--- config.mk ---
export PLATFORM = sky130hd
export DESIGN_NAME = prog_boot_loader
export DESIGN_NICKNAME = d
export VERILOG_FILES = /design/src/rtl/cpu_boot_pkg.sv /design/src/rtl/rst_hold_counter.sv /design/src/rtl/prog_boot_loader.sv
export SDC_FILE = /design/constraint.sdc
export NUM_CORES = 1
export LEC_CHECK = 0
export ABC_AREA = 1
export CORE_ASPECT_RATIO = 0.5
export CORE_MARGIN = 2
export CORE_UTILIZATION = 52
export DETAILED_ROUTE_END_ITERATION = 12
export GPL_ROUTABILITY_DRIVEN = 1
export PLACE_DENSITY = 0.86
export SLEW_MARGIN = 20
export SYNTH_ARGS = -nofsm -noshare
export SYNTH_HDL_FRONTEND = slang
export SYNTH_SLANG_ARGS = --single-unit
--- constraint.sdc ---
create_clock -name clk -period 1.89 [get_ports clk]
set_input_delay 0.189 -clock clk [delete_from_list [all_inputs] [get_ports clk]]
set_output_delay 0.189 -clock clk [all_outputs]
set_load 0.02 [all_outputs]
--- src/rtl/cpu_boot_pkg.sv ---
// Shared boot-sequencer definitions: loader state encoding and the default
// word/address widths used by the CPU, its memories and the boot loader.
package cpu_boot_pkg;

   localparam int unsigned BOOT_DATA_W = 8;
   localparam int unsigned BOOT_ADDR_W = 8;

   typedef enum logic [2:0] {
      S_IDLE,
      S_HDR,
      S_LOAD,
      S_HOLD,
      S_RUN
   } boot_state_t;

endpackage

--- src/rtl/rst_hold_counter.sv ---
// Loadable down-counter used to stretch the CPU reset. Loading arms it for
// HOLD_CYC cycles; term is high once the count has reached zero.
module rst_hold_counter #(
   parameter int unsigned HOLD_CYC = 4
) (
   input  logic clk,
   input  logic rst_n,
   input  logic load,
   input  logic en,
   output logic term
);

   localparam int unsigned CNT_W = (HOLD_CYC > 1) ? $clog2(HOLD_CYC) : 1;
   localparam logic [CNT_W-1:0] LOAD_VAL = CNT_W'(HOLD_CYC - 1);

   logic [CNT_W-1:0] count;

   // Load on entry to the hold window, then count down to zero and stop.
   always_ff @(posedge clk or negedge rst_n) begin
      if (!rst_n) begin
         count <= '0;
      end else if (load) begin
         count <= LOAD_VAL;
      end else if (en && (count != '0)) begin
         count <= count - CNT_W'(1);
      end
   end

   assign term = (count == '0);

endmodule

--- src/rtl/prog_boot_loader.sv ---
// Boot sequencer: takes a length-prefixed word stream over valid/ready,
// writes it into program memory and keeps the CPU in reset until the load
// and a HOLD_CYC settle period are complete.
module prog_boot_loader
   import cpu_boot_pkg::*;
#(
   parameter int unsigned DATA_W   = BOOT_DATA_W,
   parameter int unsigned ADDR_W   = BOOT_ADDR_W,
   parameter int unsigned DEPTH    = 256,
   parameter int unsigned HOLD_CYC = 4
) (
   input  logic              clk,
   input  logic              rst_n,
   input  logic              start,
   input  logic              in_valid,
   input  logic [DATA_W-1:0] in_data,
   output logic              in_ready,
   output logic              prog_we,
   output logic [ADDR_W-1:0] prog_waddr,
   output logic [DATA_W-1:0] prog_wdata,
   output logic              cpu_rst_n,
   output logic              busy,
   output logic              done,
   output logic              err
);

   // Wide enough to hold any header value and the full word count
   // (len = DEPTH = 2**ADDR_W) without wrapping.
   localparam int unsigned     LEN_W   = ((DATA_W > ADDR_W) ? DATA_W : ADDR_W) + 1;
   localparam logic [LEN_W-1:0] DEPTH_L = LEN_W'(DEPTH);

   boot_state_t       state, state_d;
   logic [ADDR_W:0]   cnt, cnt_d;
   logic [LEN_W-1:0]  len, len_d;
   logic [LEN_W-1:0]  hdr_len;
   logic [LEN_W-1:0]  cnt_next_ext;
   logic              err_d;
   logic              we_d;
   logic [ADDR_W-1:0] waddr_d;
   logic [DATA_W-1:0] wdata_d;
   logic              accept;
   logic              hold_load;
   logic              hold_term;

   assign accept       = in_valid & in_ready;
   assign hdr_len      = LEN_W'(in_data);
   assign cnt_next_ext = LEN_W'(cnt) + LEN_W'(1);
   assign hold_load    = (state_d == S_HOLD) && (state != S_HOLD);

   rst_hold_counter #(
      .HOLD_CYC (HOLD_CYC)
   ) u_hold (
      .clk   (clk),
      .rst_n (rst_n),
      .load  (hold_load),
      .en    (state == S_HOLD),
      .term  (hold_term)
   );

   // Next-state and next-output decode for the boot sequence.
   always_comb begin
      state_d = state;
      cnt_d   = cnt;
      len_d   = len;
      err_d   = err;
      we_d    = 1'b0;
      waddr_d = prog_waddr;
      wdata_d = prog_wdata;
      case (state)
         S_IDLE: begin
            if (start) begin
               state_d = S_HDR;
               err_d   = 1'b0;
            end
         end
         S_HDR: begin
            if (accept) begin
               len_d = hdr_len;
               cnt_d = '0;
               if (hdr_len > DEPTH_L) begin
                  err_d   = 1'b1;
                  state_d = S_IDLE;
               end else if (hdr_len == '0) begin
                  state_d = S_HOLD;
               end else begin
                  state_d = S_LOAD;
               end
            end
         end
         S_LOAD: begin
            if (accept) begin
               we_d    = 1'b1;
               waddr_d = cnt[ADDR_W-1:0];
               wdata_d = in_data;
               cnt_d   = cnt + (ADDR_W+1)'(1);
               if (cnt_next_ext == len) begin
                  state_d = S_HOLD;
               end
            end
         end
         S_HOLD: begin
            if (hold_term) begin
               state_d = S_RUN;
            end
         end
         S_RUN: begin
            if (start) begin
               state_d = S_HDR;
            end
         end
         default: state_d = S_IDLE;
      endcase
   end

   // State register and load bookkeeping.
   always_ff @(posedge clk or negedge rst_n) begin
      if (!rst_n) begin
         state <= S_IDLE;
         cnt   <= '0;
         len   <= '0;
      end else begin
         state <= state_d;
         cnt   <= cnt_d;
         len   <= len_d;
      end
   end

   // Outputs are registered; status flags are decoded from the next state so
   // they line up with the state they describe.
   always_ff @(posedge clk or negedge rst_n) begin
      if (!rst_n) begin
         in_ready   <= 1'b0;
         prog_we    <= 1'b0;
         prog_waddr <= '0;
         prog_wdata <= '0;
         cpu_rst_n  <= 1'b0;
         busy       <= 1'b0;
         done       <= 1'b0;
         err        <= 1'b0;
      end else begin
         in_ready   <= (state_d == S_HDR) || (state_d == S_LOAD);
         prog_we    <= we_d;
         prog_waddr <= waddr_d;
         prog_wdata <= wdata_d;
         cpu_rst_n  <= (state_d == S_RUN);
         busy       <= (state_d == S_HDR) || (state_d == S_LOAD) || (state_d == S_HOLD);
         done       <= (state_d == S_RUN);
         err        <= err_d;
      end
   end

endmodule

# Word-level counts from Yosys, hierarchy flattened
# Cells that the tools add are included.
[classes]
add_sub_neg = 2
magnitude_cmp = 1
eq_ne = 14
n_mux = 19
bitwise = 1
n_reduce_logical = 16
[ops]
columns = ["cell", "n"]
rows = [
  ["2-to-1 mux 9 bit", 2],
  ["one-hot mux 9 bit (2 select lines)", 1],
  ["2-to-1 mux 3 bit", 5],
  ["equality test 3 x 2 -> 1 bit (second input constant)", 4],
  ["one-hot mux 3 bit (4 select lines)", 1],
  ["adder 9 x 1 -> 9 bit (second input constant)", 1],
  ["equality test 9 x 8 -> 1 bit", 1],
  ["greater-than comparator 8 x 9 -> 1 bit (second input constant)", 1],
  ["zero test 9 bit", 1],
  ["!= test 2 bit (second input constant)", 4],
  ["nonzero test 2 bit", 4],
  ["equality test 3 x 1 -> 1 bit (second input constant)", 2],
  ["equality test 3 bit (second input constant)", 2],
  ["2-to-1 mux 1 bit", 6],
  ["2-to-1 mux 2 bit", 3],
  ["AND reduction 2 bit", 2],
  ["AND reduction 4 bit", 1],
  ["zero test 3 bit", 1],
  ["!= test 3 x 2 -> 1 bit (second input constant)", 1],
  ["AND reduction 3 bit", 1],
  ["logical AND 1 bit", 2],
  ["zero test 2 bit", 1],
  ["logical OR 1 bit", 2],
  ["one-hot mux 1 bit (2 select lines)", 1],
  ["3 further kinds", 3],
]
[word_totals]
ff_bits = 43
inputBits = 12
out_inout_bits = 22
wordCells = 64

# Longest topological paths before layout
# Gate-level depths: netlist (run 1).
[logic_depth]
word_depth = 8
mapped_depth = 13
ltp_nobuf = 12

# Hierarchy
# Synthesis (run 1) repeated with hierarchy kept, for this count alone.
[hier_totals]
hier_cells = 245
area_unflattened_um2 = 2042.0
[by_module_without_submodules]
columns = ["module", "instances", "cells_per_inst", "area_each_um2", "seq_area_each_um2"]
rows = [
  ["prog_boot_loader", 1, 230, 1929.4, 1026.0],
  ["rst_hold_counter", 1, 15, 112.6, 50.0],
]

# Least setup slack after synthesis (run 1)
# Ideal clock, no wire load.
[synth_timing]
kind = "reg2reg"
from = "register cnt[0]"
to = "register busy"
setup_ns = 0.124
arrival_ns = 1.467
required_time_ns = 1.766
slack_ns = 0.299
path_stages_with_launch = 11
path_buffers = 0
synth_period_minus_slack_ns = 1.591
path_cell_list = "dfrtp_1 ha_1 nand2_1 inv_2 nand2_2 nor2_4 xor2_2 nor2_2 nand3_2 nand2_2 or2_1"
[synth_via]
elab_chain_cells = 8
word_cells_on_any_way = 10
cone_classes = "1 x add/sub; 4 x eq/ne; 3 x mux; 2 x reduce/logical"
[synth_rtl]
columns = ["element", "line_no", "source"]
rows = [
  ["start, declared", "prog_boot_loader.sv:33", "logic [ADDR_W:0] cnt, cnt_d;"],
  ["start signal, assigned", "prog_boot_loader.sv:123", "cnt <= cnt_d;"],
  ["adder 9 x 1 -> 9 bit (*)", "prog_boot_loader.sv:47", "assign cnt_next_ext = LEN_W'(cnt) + LEN_W'(1);"],
  ["equality test 9 x 8 -> 1 bit (*)", "prog_boot_loader.sv:96", "if (cnt_next_ext == len) begin"],
  ["2-to-1 mux 3 bit (*)", "prog_boot_loader.sv:96", ""],
  ["2-to-1 mux 3 bit (*)", "prog_boot_loader.sv:91", "if (accept) begin"],
  ["one-hot mux 3 bit (4 select lines) (*)", "prog_boot_loader.sv:69", "case (state)"],
  ["named net state_d[0]", "prog_boot_loader.sv:32", "boot_state_t state, state_d;"],
  ["equality test 3 x 1 -> 1 bit or equality test 3 x 2 -> 1 bit (tied branches)", "prog_boot_loader.sv:146", "busy <= (state_d == S_HDR) || (state_d == S_LOAD) || (state_d == S_HOLD);"],
  ["logical OR 1 bit", "prog_boot_loader.sv:146", ""],
  ["logical OR 1 bit (*)", "prog_boot_loader.sv:146", ""],
  ["end signal, assigned", "prog_boot_loader.sv:146", ""],
  ["end, declared", "prog_boot_loader.sv:22", "output logic busy,"],
]
# The timed path passes the listed nets; every way through them passes the cells marked *.
# A chain may end at the register's enable or synchronous reset.

# Worst setup path in the final report (run 1)
[layout_timing]
from = "register cnt[3]"
to = "register busy"
# The elaborated chain is that of the path after synthesis.

==> impl_metrics.json, run 1 <==
{
  "post-synth-top-count-cell": "nand2_1",
  "drc": 0,
  "htreeDepth": 2,
  "rsz0062_at_grt": "false",
  "ant_nets": 0,
  "clk_pin_slew_ns": 0.08,
  "core_area_um2": 3844,
  "grt_pass1_vias": 1640,
  "clock_sinks": 43,
  "r2r_slack_ns": 0.18,
  "clk-insertion-delay-late_ns": 0.29,
  "tightest_slew_ns": 0.5355,
  "viasPerCell": 5.094,
  "synth_top_cell_by_area": "dfrtp_1",
  "fillers": 297,
  "seq_area_frac_synth": 0.5231,
  "via_count": 1686,
  "die_h_um": 48.48,
  "power.leakage_uw": 0.001246,
  "yosys_warnings": 0,
  "root_buffer": "clkbuf_8",
  "io_pins": 34,
  "first_pass_iters": 4,
  "drv_cap": 0,
  "synthesis.area_um2": 2057,
  "grt_max_degree": 44,
  "grt_pass1_wl_um": 7734,
  "numCtsBuffers": 5,
  "fin_tns_setup_ns": 0,
  "end_kind": "flop",
  "drt_iter0_markers": 183,
  "synth_commonest_cells": "nand2_1 (67), dfrtp_1 (43), inv_1 (32)",
  "ys_ff_latch": 43,
  "outcome": "completed",
  "port_buffers": 33,
  "dieArea_um2": 4506,
  "switching_share": 0.3851,
  "n_antenna_cell": 0,
  "nets": 290,
  "cts_buffer_depth": 2,
  "finClkSkew_ns": 0.006290,
  "p_int_uw": 2531,
  "startpoint_type": "flop",
  "seq_power_share": 0.383,
  "dominantRegCellSynth": "dfrtp_1",
  "peakVddDrop_mv": 0.7252,
  "clkPwrFrac": 0.203,
  "fin_crit_ns": 1.709,
  "antenna_found_initial": 0,
  "pwr-share-comb": 0.414,
  "power.density_nw_per_um2": 1573,
  "avgSynthCellArea_um2": 8.716,
  "track_usage": 0.2239,
  "synth-edff-count": 0,
  "worst_ep_required_time_ns": 2.07,
  "ys_top_cells_by_area": "dfrtp_1 (52%), nand2_1 (12%), o21ai_0 (6.1%)",
  "setup_viol": 0,
  "routed_wl_um": 4419,
  "utilization": 0.6810,
  "hold_viol": 0,
  "fmax_ghz": 0.5853,
  "rows": 16,
  "gp_congestion": 0.9351,
  "cp_max_fo": 8,
  "dp_hpwl_um": 3179,
  "synth_top_area_share": 0.5231,
  "synthCells": 236,
  "drv_slew": 0,
  "start_util": 0.5352,
  "ys_types": 32,
  "die_w_um": 92.95,
  "syn_nets": 250,
  "relSlewSlack": 0.6430,
  "power_switching_uw": 1585,
  "finalCritPeriodShare": 0.9040,
  "crit_arrival_ns": 1.89,
  "synthArstFlopShare": 1.000,
  "cts_tree": "yes",
  "overflow": 0,
  "drive_gt1_frac": 0.1336,
  "synthToLayoutAreaGrowth_pct": 27.25,
  "post_drt_wl_per_cell_um": 13.35,
  "path_class": "reg2reg",
  "min_path_type": "in2async"
}
[state kept, by name, summed over array words and instances (netlist names)]
register / cells
cnt: 9
busy: 1
prog_we: 1
prog_waddr: 8
state: 3
len: 8
u_hold.count: 2
in_ready: 1
err: 1
prog_wdata: 8
done: 1
[power groups by stage]
stage / clock network, uW / registers, uW / logic, uW
4_1_cts: 852 / 1560 / 1690
5_1_grt: 893 / 1620 / 1890
3_3_place_gp: 0 / 1550 / 1620
6_report: 837 / 1580 / 1700
3_5_place_dp: 0 / 1580 / 1670
2_1_floorplan: 0 / 1700 / 919
[layer usage]
metal,global-route usage,wire length [um],up-vias,share of wire
li1,-,-,831,-
met3,0.05140,190,8,0.043
met5,0,0,-,0
met2,0.3370,1988,40,0.45
met4,0.09804,87,0,0.020
met1,0.3146,2153,807,0.49
[through the flow]
step | worst slack [ns] | area (um^2) | std cells | power [uW] | hold WS (ns)
floorplan | 0.2990 | 2057 | 236 | 2617 | -0.1066
global placement | 0.1403 | 2449 | 321 | 3179 | 0.2853
detailed placement | 0.1103 | 2449 | 321 | 3245 | 0.2925
CTS | 0.07404 | 2591 | 330 | 4104 | 0.4952
global route | 0.04269 | 2618 | 331 | 4405 | 0.5118
finish | 0.1814 | 2618 | 331 | 4116 | 0.4873
[logic make-up after synthesis]
kind of cell	count (synthesis)	share of synthesized area
flip-flops	43	0.5231
XOR/XNOR	4	0.02069
AO/OA/AOI/OAI	36	0.1034
AND/OR/NAND/NOR	111	0.2616
adder cells (fa/ha/maj)	2	0.01216
buffers and inverters	40	0.07907
[path summary, 6_finish.rpt]
path,startpoint,to,depth (start not counted)
worst max-delay path,cnt[3]$_DFFE_PN0P_,busy$_DFF_PN0_,9
worst min-delay path,rst_n,prog_waddr[1]$_DFFE_PN0P_,3
worst max register to register,cnt[3]$_DFFE_PN0P_,busy$_DFF_PN0_,9
worst min register to register,err$_DFFE_PN0P_,err$_DFFE_PN0P_,2
max in group asynchronous,rst_n,cnt[0]$_DFFE_PN0P_,3
min in group clk,err$_DFFE_PN0P_,err$_DFFE_PN0P_,2
[what timing repair did]
| item | CTS | global route |
|---|---|---|
| hold endpoints to repair | 43 | 0 |
| hold buffers | 1 | 0 |
| setup buffers | 0 | 1 |
| endpoints found under the setup margin | 0 | 4 |
| resized for setup | 0 | 4 |
[cell type report]
class | count | area [um^2] | share of cell area
repair buffers | 40 | 380.4 | 0.1453
multi-input cells | 153 | 835.8 | 0.3193
flip-flops and latches | 43 | 1077 | 0.4116
well taps | 54 | 67.56 | 0.02581
inverters | 33 | 123.9 | 0.04732
clock buffers | 6 | 72.57 | 0.02772
clock inverters | 2 | 60.06 | 0.02294
[critical path, stage by stage (launching register included)]
cell     delay, ns
dfrtp_1       0.51
nand2_1       0.15
nor2_4        0.13
nand2_2       0.09
nor2_4        0.11
xor2_2        0.19
nor2_2        0.06
nand3_2       0.07
nand2_2       0.07
or2_1         0.21
[cells in the final DEF (no fill, tap or decap), types with 5 or more instances in the layout]
master	count
clkdlybuf4s50_1	32
dfrtp_1	42
clkbuf_8	5
nand3_1	12
nor2_1	5
buf_4	6
inv_1	32
o21ai_0	25
nand2_1	67
Power figures use the tool's default switching activity.
==> run 2: changes to the inputs <==
- SETUP_SLACK_MARGIN: unset -> 0.2
- clock period: 1.89 -> 1.9 ns (I/O delays scaled with it)
==> run 2 against run 1 <==
  * Setup slack better by 0.020 ns
  * Wire length up 6.2%
  * Highest routed layer unchanged
  * Final cell count up 1.5%
  * First-iteration DRC count down 38%
  * Core utilization up 2.0 points
  * Power down 1.8%
  * Flip-flop and latch count unchanged
==> impl_metrics.json, run 2 (synthesized netlist as in run 1, its figures left out) <==
{
  "setup_viol": 0,
  "power.leakage_uw": 0.001275,
  "core_area_um2": 3844,
  "ant_nets": 0,
  "synthToLayoutAreaGrowth_pct": 30.90,
  "drt_iter0_markers": 114,
  "root_buffer": "clkbuf_8",
  "clk_pin_slew_ns": 0.08,
  "cpMaxStageDelayCell": "dfrtp_1",
  "grt_pass1_vias": 1635,
  "viasPerCell": 5.122,
  "port_buffers": 33,
  "cpPeakStageDelay_ns": 0.40,
  "first_pass_iters": 4,
  "relSlewSlack": 0.6426,
  "peakVddDrop_mv": 0.7033,
  "drc": 0,
  "multiInputGateArea_um2": 885.9,
  "htreeDepth": 2,
  "tightest_slew_ns": 0.5362,
  "top_register": "cnt",
  "layout.cells.most_common_list": "nand2_1 (62), dfrtp_1 (38), inv_1 (32), clkdlybuf4s50_1 (32), o21ai_0 (25)",
  "hold_depth": 3,
  "numCtsBuffers": 5,
  "finalCritPeriodShare": 0.8939,
  "io_pins": 34,
  "dieArea_um2": 4506,
  "seq_area_um2": 1082,
  "grt_pass1_wl_um": 7631,
  "rows": 16,
  "routed_wl_um": 4694,
  "n_antenna_cell": 0,
  "final_common_cell": "nand2_1",
  "fin_tns_setup_ns": 0,
  "die_w_um": 92.95,
  "gp_congestion": 0.9057,
  "dp_hpwl_um": 3189,
  "start_util": 0.5352,
  "cts_tree": "yes",
  "startpoint_type": "flop",
  "reg2regPathDepth": 11,
  "nets": 296,
  "cp_max_fo": 3,
  "cts_buffer_depth": 2,
  "end_kind": "flop",
  "worst_ep_required_time_ns": 2.14,
  "path_class": "reg2reg",
  "crit_arrival_ns": 1.93,
  "largest_register_ffs": 9,
  "min_path_type": "in2reg",
  "rsz0062_at_grt": "true",
  "fin_crit_ns": 1.698,
  "antenna_found_initial": 0,
  "overflow": 0,
  "fillers": 291,
  "fmax_ghz": 0.5888,
  "finClkSkew_ns": 0.005371,
  "whs_ns": 0.4719,
  "drv_slew": 0,
  "grt_max_degree": 44,
  "clock_sinks": 43,
  "hold_viol": 0,
  "drv_cap": 0,
  "die_h_um": 48.48,
  "clk-insertion-delay-late_ns": 0.29,
  "cp_cell_sequence": "buf_6 > ha_4 > xnor2_2 > nand2_1 > nor2_2 > nand4_1 > nor2_2 > nand3_2 > nand2_2 > nand3_2 > nand2_1",
  "drive_gt1_frac": 0.1950,
  "post_drt_wl_per_cell_um": 13.97,
  "via_count": 1721,
  "track_usage": 0.2165,
  "outcome": "completed",
  "power.density_nw_per_um2": 1501
}
==> run 2: final cells by class <==
| type | instances | share of cell area |
|---|---|---|
| timing repair buffer | 46 | 0.1654 |
| tap | 54 | 0.02509 |
| multi-input combinational | 153 | 0.3290 |
| sequential | 43 | 0.4020 |
| inverter | 33 | 0.04600 |
| clock inverter | 1 | 0.001859 |
| clock buffer | 6 | 0.03067 |
==> run 2: per-layer routing <==
| metal | vias up | part of all wire | global-route usage |
|---|---|---|---|
| li1 | 846 | - | - |
| met1 | 809 | 0.47 | 0.3175 |
| met2 | 60 | 0.46 | 0.3309 |
| met3 | 6 | 0.061 | 0.04673 |
| met4 | 0 | 0.013 | 0.05637 |
| met5 | - | 0 | 0 |
==> run 2: critical path, delay by kind of cell, from the launching register on <==
kind | cells | cell delay [ns]
flops | 1 | 0.40
fa+ha+maj | 1 | 0.27
simple gates | 8 | 0.75
buf+inv | 1 | 0.13
xor+xnor | 1 | 0.10
==> run 2: power breakdown <==
group          internal (uW)  switching, uW  leakage (uW)
combinational            830           1060      0.000683
sequential              1280            291      0.000545
clock                    285            297     0.0000470
==> run 2: per-stage QoR <==
stage | std cells | power [uW] | setup WS [ns] | utilization | cell area (um^2)
2_1_floorplan | 236 | 2603 | 0.3090 | - | 2057
3_3_place_gp | 321 | 3165 | 0.1790 | 0.6370 | 2449
3_5_place_dp | 321 | 3225 | 0.1542 | 0.6370 | 2449
4_1_cts | 332 | 3848 | 0.2142 | 0.6689 | 2571
5_1_grt | 336 | 4317 | 0.1355 | 0.7005 | 2693
6_report | 336 | 4042 | 0.2016 | 0.7005 | 2693
==> run 2: timing repair <==
item                       CTS  global route
pin swaps                    0             9
hold endpoints to repair    43             0
hold buffers                 1             0
cloned                       0             0
setup endpoints to repair    3            10
resized for setup            1            20
setup buffers                3             4
==> run 2: worst paths after layout <==
kind	start	endpoint	slack [ns]
max	cnt[1]$_DFFE_PN0P_	u_hold.count[1]$_DFFE_PN0P_	0.20
min	in_data[2]	prog_wdata[2]$_DFFE_PN0P_	0.47
min reg2reg	prog_wdata[6]$_DFFE_PN0P_	prog_wdata[6]$_DFFE_PN0P_	0.49
max in group asynchronous	rst_n	cnt[5]$_DFFE_PN0P_	1.00
max reg2reg	cnt[1]$_DFFE_PN0P_	u_hold.count[1]$_DFFE_PN0P_	0.20
min in group asynchronous	rst_n	cnt[0]$_DFFE_PN0P_	0.49
